==> src/rtl/block_serializer_64x8.sv <==
// Serializes a packed 8x8 block (element 0 in the MSBs) into one byte per
// output handshake, in raster or JPEG zig-zag order, with bubble-free block chaining.
module block_serializer_64x8 #(
  parameter int unsigned DATA_WIDTH = 8,
  parameter int unsigned DEPTH      = 64,
  parameter int unsigned ZIGZAG     = 0
) (
  input  logic                        clock,
  input  logic                        reset,
  input  logic                        in_valid,
  output logic                        in_ready,
  input  logic [DATA_WIDTH*DEPTH-1:0] in_data,
  output logic                        out_valid,
  input  logic                        out_ready,
  output logic [DATA_WIDTH-1:0]       out_data,
  output logic [5:0]                  out_index,
  output logic                        out_last,
  output logic [15:0]                 out_block_cnt
);

  localparam int unsigned BLOCK_W  = DATA_WIDTH * DEPTH;
  localparam logic [5:0]  LAST_IDX = 6'(DEPTH - 1);

  // Standard JPEG zig-zag scan: output position k -> raster element index.
  localparam int unsigned ZZ [64] = '{
     0,  1,  8, 16,  9,  2,  3, 10, 17, 24, 32, 25, 18, 11,  4,  5,
    12, 19, 26, 33, 40, 48, 41, 34, 27, 20, 13,  6,  7, 14, 21, 28,
    35, 42, 49, 56, 57, 50, 43, 36, 29, 22, 15, 23, 30, 37, 44, 51,
    58, 59, 52, 45, 38, 31, 39, 46, 53, 60, 61, 54, 47, 55, 62, 63
  };

  typedef enum logic {
    IDLE   = 1'b0,
    STREAM = 1'b1
  } state_t;

  state_t               state;
  logic [BLOCK_W-1:0]   block;
  logic [5:0]           k;
  logic [5:0]           sel;
  logic [DATA_WIDTH-1:0] elems [DEPTH];
  logic                 out_hs;
  logic                 in_hs;

  // Unpack the held block so element 0 comes from the top bits.
  always_comb begin
    for (int e = 0; e < int'(DEPTH); e++) begin
      elems[e] = block[DATA_WIDTH*(DEPTH-e)-1 -: DATA_WIDTH];
    end
  end

  always_comb begin
    sel       = (ZIGZAG != 0) ? 6'(ZZ[k]) : k;
    out_valid = (state == STREAM);
    out_data  = elems[sel];
    out_index = k;
    out_last  = out_valid && (k == LAST_IDX);
    out_hs    = out_valid && out_ready;
    // A new block may enter on the same edge the last byte leaves.
    in_ready  = (state == IDLE) || (out_hs && out_last);
    in_hs     = in_valid && in_ready;
  end

  always_ff @(posedge clock or posedge reset) begin
    if (reset) begin
      state         <= IDLE;
      block         <= '0;
      k             <= '0;
      out_block_cnt <= '0;
    end else begin
      case (state)
        IDLE: begin
          if (in_hs) begin
            block <= in_data;
            k     <= '0;
            state <= STREAM;
          end
        end
        STREAM: begin
          if (out_hs) begin
            if (k == LAST_IDX) begin
              out_block_cnt <= out_block_cnt + 16'd1;
              if (in_hs) begin
                block <= in_data;
                k     <= '0;
              end else begin
                state <= IDLE;
              end
            end else begin
              k <= k + 6'd1;
            end
          end
        end
        default: state <= IDLE;
      endcase
    end
  end

endmodule

==> config.mk <==
export PLATFORM = sky130hd
export DESIGN_NAME = block_serializer_64x8
export DESIGN_NICKNAME = d
export VERILOG_FILES = /design/src/rtl/block_serializer_64x8.sv
export SDC_FILE = /design/constraint.sdc
export NUM_CORES = 1
export LEC_CHECK = 0
export BUFFER_PORTS_ARGS = -buffer_cell sky130_fd_sc_hd__buf_2
export CAP_MARGIN = 20
export CORE_MARGIN = 2
export CORE_UTILIZATION = 42
export CTS_BUF_LIST = sky130_fd_sc_hd__clkbuf_4 sky130_fd_sc_hd__clkbuf_8
export DETAILED_ROUTE_END_ITERATION = 10
export GPL_TIMING_DRIVEN = 0
export PLACE_DENSITY = 0.73
export SLEW_MARGIN = 5
export SYNTH_ARGS = -nofsm -noshare
export SYNTH_HDL_FRONTEND = slang
export SYNTH_SLANG_ARGS = --single-unit
==> constraint.sdc <==
create_clock -name clock -period 21.3 [get_ports clock]
set_clock_uncertainty 0.15 [all_clocks]
set_input_delay 2.13 -clock clock [delete_from_list [all_inputs] [get_ports clock]]
set_output_delay 2.13 -clock clock [all_outputs]
set_load 0.03 [all_outputs]
## Word-level counts from Yosys, hierarchy flattened

Index checks and enable logic that the tools add are counted.

| cells by class | value |
|---|---|
| $add $sub $neg | 2 |
| order comparisons | 1 |
| equal/unequal tests | 3 |
| multiplexer cells | 15 |
| bitwise gates (word level) | 2 |
| reduce and logical (&&, ||, !) cells | 7 |

Operators by type and width:

| operator | number |
|---|---|
| two-way mux 512 bit | 3 |
| one-hot mux 512 bit (2 select lines) | 1 |
| binary-select mux 8 bit (select 6 bit) | 1 |
| two-way mux 6 bit | 3 |
| adder 16 x 1 -> 16 bit, second input constant | 1 |
| two-way mux 8 bit | 2 |
| one-hot mux 6 bit (2 select lines) | 1 |
| greater-or-equal comparator 7 bit, second input constant | 1 |
| NOT 6 -> 7 bit | 1 |
| adder 6 x 1 -> 6 bit, second input constant | 1 |
| equality test 6 bit, second input constant | 1 |
| logical AND 1 bit | 4 |
| inequality test 2 x 1 -> 1 bit, second input constant | 2 |
| two-way mux 1 bit | 3 |
| AND reduction 3 bit | 1 |
| one-hot mux 1 bit (2 select lines) | 1 |
| AND reduction 2 bit | 1 |
| logical OR 1 bit | 1 |
| NOT 1 bit | 1 |

| storage, ports and cells | value |
|---|---|
| register bits | 535 |
| input port bits | 516 |
| output and inout bits | 33 |

## Longest topological paths before layout

| depth | value |
|---|---|
| depth in word-level cells | 9 |
| depth in mapped cells | 10 |
| gate-level depth less buffers | 6 |

## Least setup slack after synthesis

No wires, ideal clock.

| timing path | value |
|---|---|
| path kind | register -> output |
| start point | register k[0], in the netlist out_index[0] |
| end point | output port out_data[5] |
| arrival | 2768 ps |
| data required time | 19020 ps |
| setup slack | 16252 ps |
| stages on the path, launching flop included | 10 |
| buffers on the path | 5 |
| cells stage by stage | dfrtp_1 buf_4 buf_6 buf_6 buf_6 buf_6 mux2i_1 o22ai_1 nor3_1 o41ai_1 |

| between the ends | value |
|---|---|
| word-level cells in the longest chain between the ends | 4 |

Ends and longest elaborated chain:

| what | line | text |
|---|---|---|
| from (decl) | 39 | `logic [5:0] k;` |
| from (signal assigned) | 90 | `k <= k + 6'd1;` |
| NOT 6 -> 7 bit (not written as such) | 55 | `out_data = elems[sel];` |
| binary-select mux 8 bit (select 6 bit) | 55 |  |
| two-way mux 8 bit (not written as such) (2 in a row) | 55 |  |
| to (decl) | 15 | `output logic [DATA_WIDTH-1:0] out_data,` |

Every way passes these cells. The select of a mux whose other input is x is not followed.

## Worst setup path after layout

| timing path | value |
|---|---|
| start point | register k[1], in the netlist out_index[1] |
| end point | output port out_data[2] |

Same word-level chain as after synthesis.

==> results.md <==
- Crit-path max cell delay: 0.61 ns
- CORE AREA: 57,600 sq um
- Post-synthesis register bit count: between 500 and 600
- Worst Setup Start Kind: flip-flop
- RSZ-0062 raised after global routing: no
- Fraction of layout cells with a size suffix above 1: 43.0%
- Worst path top cell family by delay: buffers and inverters
- Clk_lat worst skew: 0.68 ns
- Worst Path Class, Setup: flip-flop to primary output
- First-pass GRT wire length: roughly 110 mm
- Post-route DRC: 0
- Critical Path AT: 4.22 ns
- Worst-margin pin slew: between 1 and 1.5 ns
- DRT iter0 DRCs: 722
- Pwr/cell area: between 100 and 150 nW/um^2
- Post-synth net total: 2,045
- CTS resizes: 0
- Maximum capacitance violations: 0
- Vias in the first global route: 17,854
- EDFF count, synth: 0
- Crit-path max FO: 10
- Synth cell types: 45
- Overall power: 3100 uW
- Vias per inst: 5.36
- Design area: between 30,000 and 40,000 sq um
- Worst Hold Class: flip-flop to flip-flop
- Slowest stage cell, crit path: clkbuf_1
- Root buffer cell: clkbuf_8
- Register area share after synthesis: between 50 and 60%
- Wire per inst: 25.4 um
- # setup viols final: 0
- Ys async rst share: 100%
- CTS sink count: approximately 540
- Gr usage total: around a quarter
- Synth area leaders: dfrtp_1, mux2_1, mux4_2
- Fillers: 4,853
- Status: finished, final reports clean
- CP Buf/Inv Count: 4
- Drt total wl: 76.9 mm
- Post-Syn Instances: 1,527
- DIE AREA: 60,100 sq um
- Setup_tns: 0 ns
- Die height: between 200 and 250 um
- Synthesized area: between 20,000 and 25,000 sq um
- Crit-path most repeated cell: buf_2
- TritonCTS clock tree: built
- Post-DP HPWL: approximately 60 mm
- Setup Buffers After CTS: 0
- Hold-fix buffers, CTS: 0
- Period utilization: 30.5%
- Top cell type's share of synthesized area: 54.8%
- Placed cell count: 2,842
- CP Capture Type: primary output
- Slew HR: 31.2%
- Initial Util: a little over two fifths
- Warnings from Yosys: 0
- P&R area growth vs syn: 24.0%
- Predominant post-synthesis flop cell: dfrtp_1
- Total Nets Final: ~2,700
- Die Wd: around 250 um
- Layout Cells excl Fill: 3,028
- Max frequency: 154 MHz
- IO buf count: 546
- Boundary Pins: 549
- LEAKAGE: roughly 0.014 uW
- Post-route ant nets: 0
- Via count: 16,244
- Largest net degree at the start of global routing: 117
- Crit path required time: ~19 ns
- Clock slew at reported path FFs: 0.06 ns
- Clock Path Buffers: 3
- Initial antenna violation count: 39
- Overflow after GRT: 0
- Syn Area/Cell: about 16 sq um
- # rows: 88
- Post-DP Area: ~28,000 sq um
- Post-layout min period: 6.50 ns
- Worst path cell trace: buf_2, buf_2, clkbuf_1, mux4_2, mux2i_1, nand2_1, nand4_1, o41ai_1, buf_2
- RePlAce Congestion: between 0.8 and 0.9
- Synth area leader: dfrtp_1
- TritonCTS buffer count: 92
- Fin. max-slew vios: 0
- Fin. Hold Viols: 0
- Max VDD drop: 0.0632 mV
- DR pass1 iterations: 4
- H-tree depth: 3
==> cells in the final DEF, fill, tap and decap left out, types with 14 or more instances in the layout <==
master and n:
xnor2_1 14, nand3_1 15, buf_2 562, clkbuf_4 32
mux2_1 480, nand2_1 65, mux2_2 41, buf_6 57
dfrtp_1 535, o22ai_1 18, mux4_2 120, mux2i_1 24
clkbuf_1 16, diode_2 23, clkbuf_8 119
==> metal layers <==
| metal | wire [um] | global-route usage (%) | vias to the layer above |
|---|---|---|---|
| li1 | - | - | 7032 |
| met1 | 30900 | 31.6 | 8465 |
| met2 | 38100 | 42.5 | 541 |
| met3 | 5210 | 7.26 | 174 |
| met4 | 2530 | 9.94 | 32 |
| met5 | 187 | 0 | - |
==> stage by stage <==
| step | util (%) | hold slack, ns | setup slack, ns |
|---|---|---|---|
| finish | 52.6 | 0.329 | 14.80 |
| global route | 52.6 | 0.347 | 14.68 |
| CTS | 52.5 | 0.332 | 14.73 |
| detailed placement | 49.0 | 0.322 | 15.47 |
| global placement | 48.8 | 0.310 | -1.08 |
| floorplan | - | 0.309 | 4.07 |
==> flip-flops by register name, indices dropped and copies added, names as in the netlist <==
signal and count:
out_block_cnt 16, out_valid 1, block 512, out_index 6
==> report_power, final <==
group / switching, uW / leakage, uW / internal, uW
Sequential: 66.4 / 0.00664 / 1140
Clock: 419 / 0.00106 / 578
Combinational: 530 / 0.00668 / 375
Total: 1020 / 0.0144 / 2090
==> path summary, 6_finish.rpt <==
check	startpoint	to	slack, ns	depth (start not counted)
min in group asynchronous	reset	block[100]	1.45	2
min reg2reg	out_block_cnt[15]	out_block_cnt[15]	0.33	1
max reg2reg	out_index[1]	out_index[5]	18.15	7
max	out_index[1]	out_data[2]	14.80	9
min	out_block_cnt[15]	out_block_cnt[15]	0.33	1
max in group asynchronous	reset	out_block_cnt[11]	17.91	4
==> synth_stat cells (3+ instances only) <==
| master | instances |
|---|---|
| inv_1 | 5 |
| buf_6 | 57 |
| nand2_1 | 65 |
| nand3_1 | 15 |
| buf_1 | 8 |
| and2_1 | 4 |
| clkbuf_1 | 16 |
| mux2_1 | 480 |
| a22o_1 | 10 |
| mux2i_1 | 24 |
| nor2b_1 | 3 |
| mux2_2 | 41 |
| mux4_2 | 120 |
| a221oi_1 | 8 |
| and3_1 | 12 |
| buf_4 | 10 |
| o22ai_1 | 18 |
| dfrtp_1 | 535 |
| o41ai_1 | 8 |
| a22oi_1 | 8 |
| nand4_1 | 12 |
| nor3_1 | 8 |
| nor2_1 | 3 |
| xnor2_1 | 14 |
| buf_2 | 16 |
| and4_1 | 3 |
| a21oi_1 | 3 |
==> final cells by class <==
type                            count  area (sq um)  area share (%)
Clock inverter                     11           120           0.397
Antenna cell                       23          57.6           0.190
Clock buffer                      151          1880            6.20
Timing Repair Buffer              551          2850            9.41
Sequential cell                   535         13400            44.2
Tap cell                          765           957            3.16
Buffer                            107           887            2.93
Inverter                            7          33.8           0.112
Multi-Input combinational cell    878         10100            33.4
==> kinds of logic after synthesis <==
group	synth area share (%)
xor gates and xnor gates	0.574
buffers and inverters	3.74
and+or+nand+nor	2.61
muxes	36.1
DFF	54.8
adders and majority gates	0.102
AOI/OAI and AO/OA	2.07
Note: power is estimated with default switching activity, not from simulation.
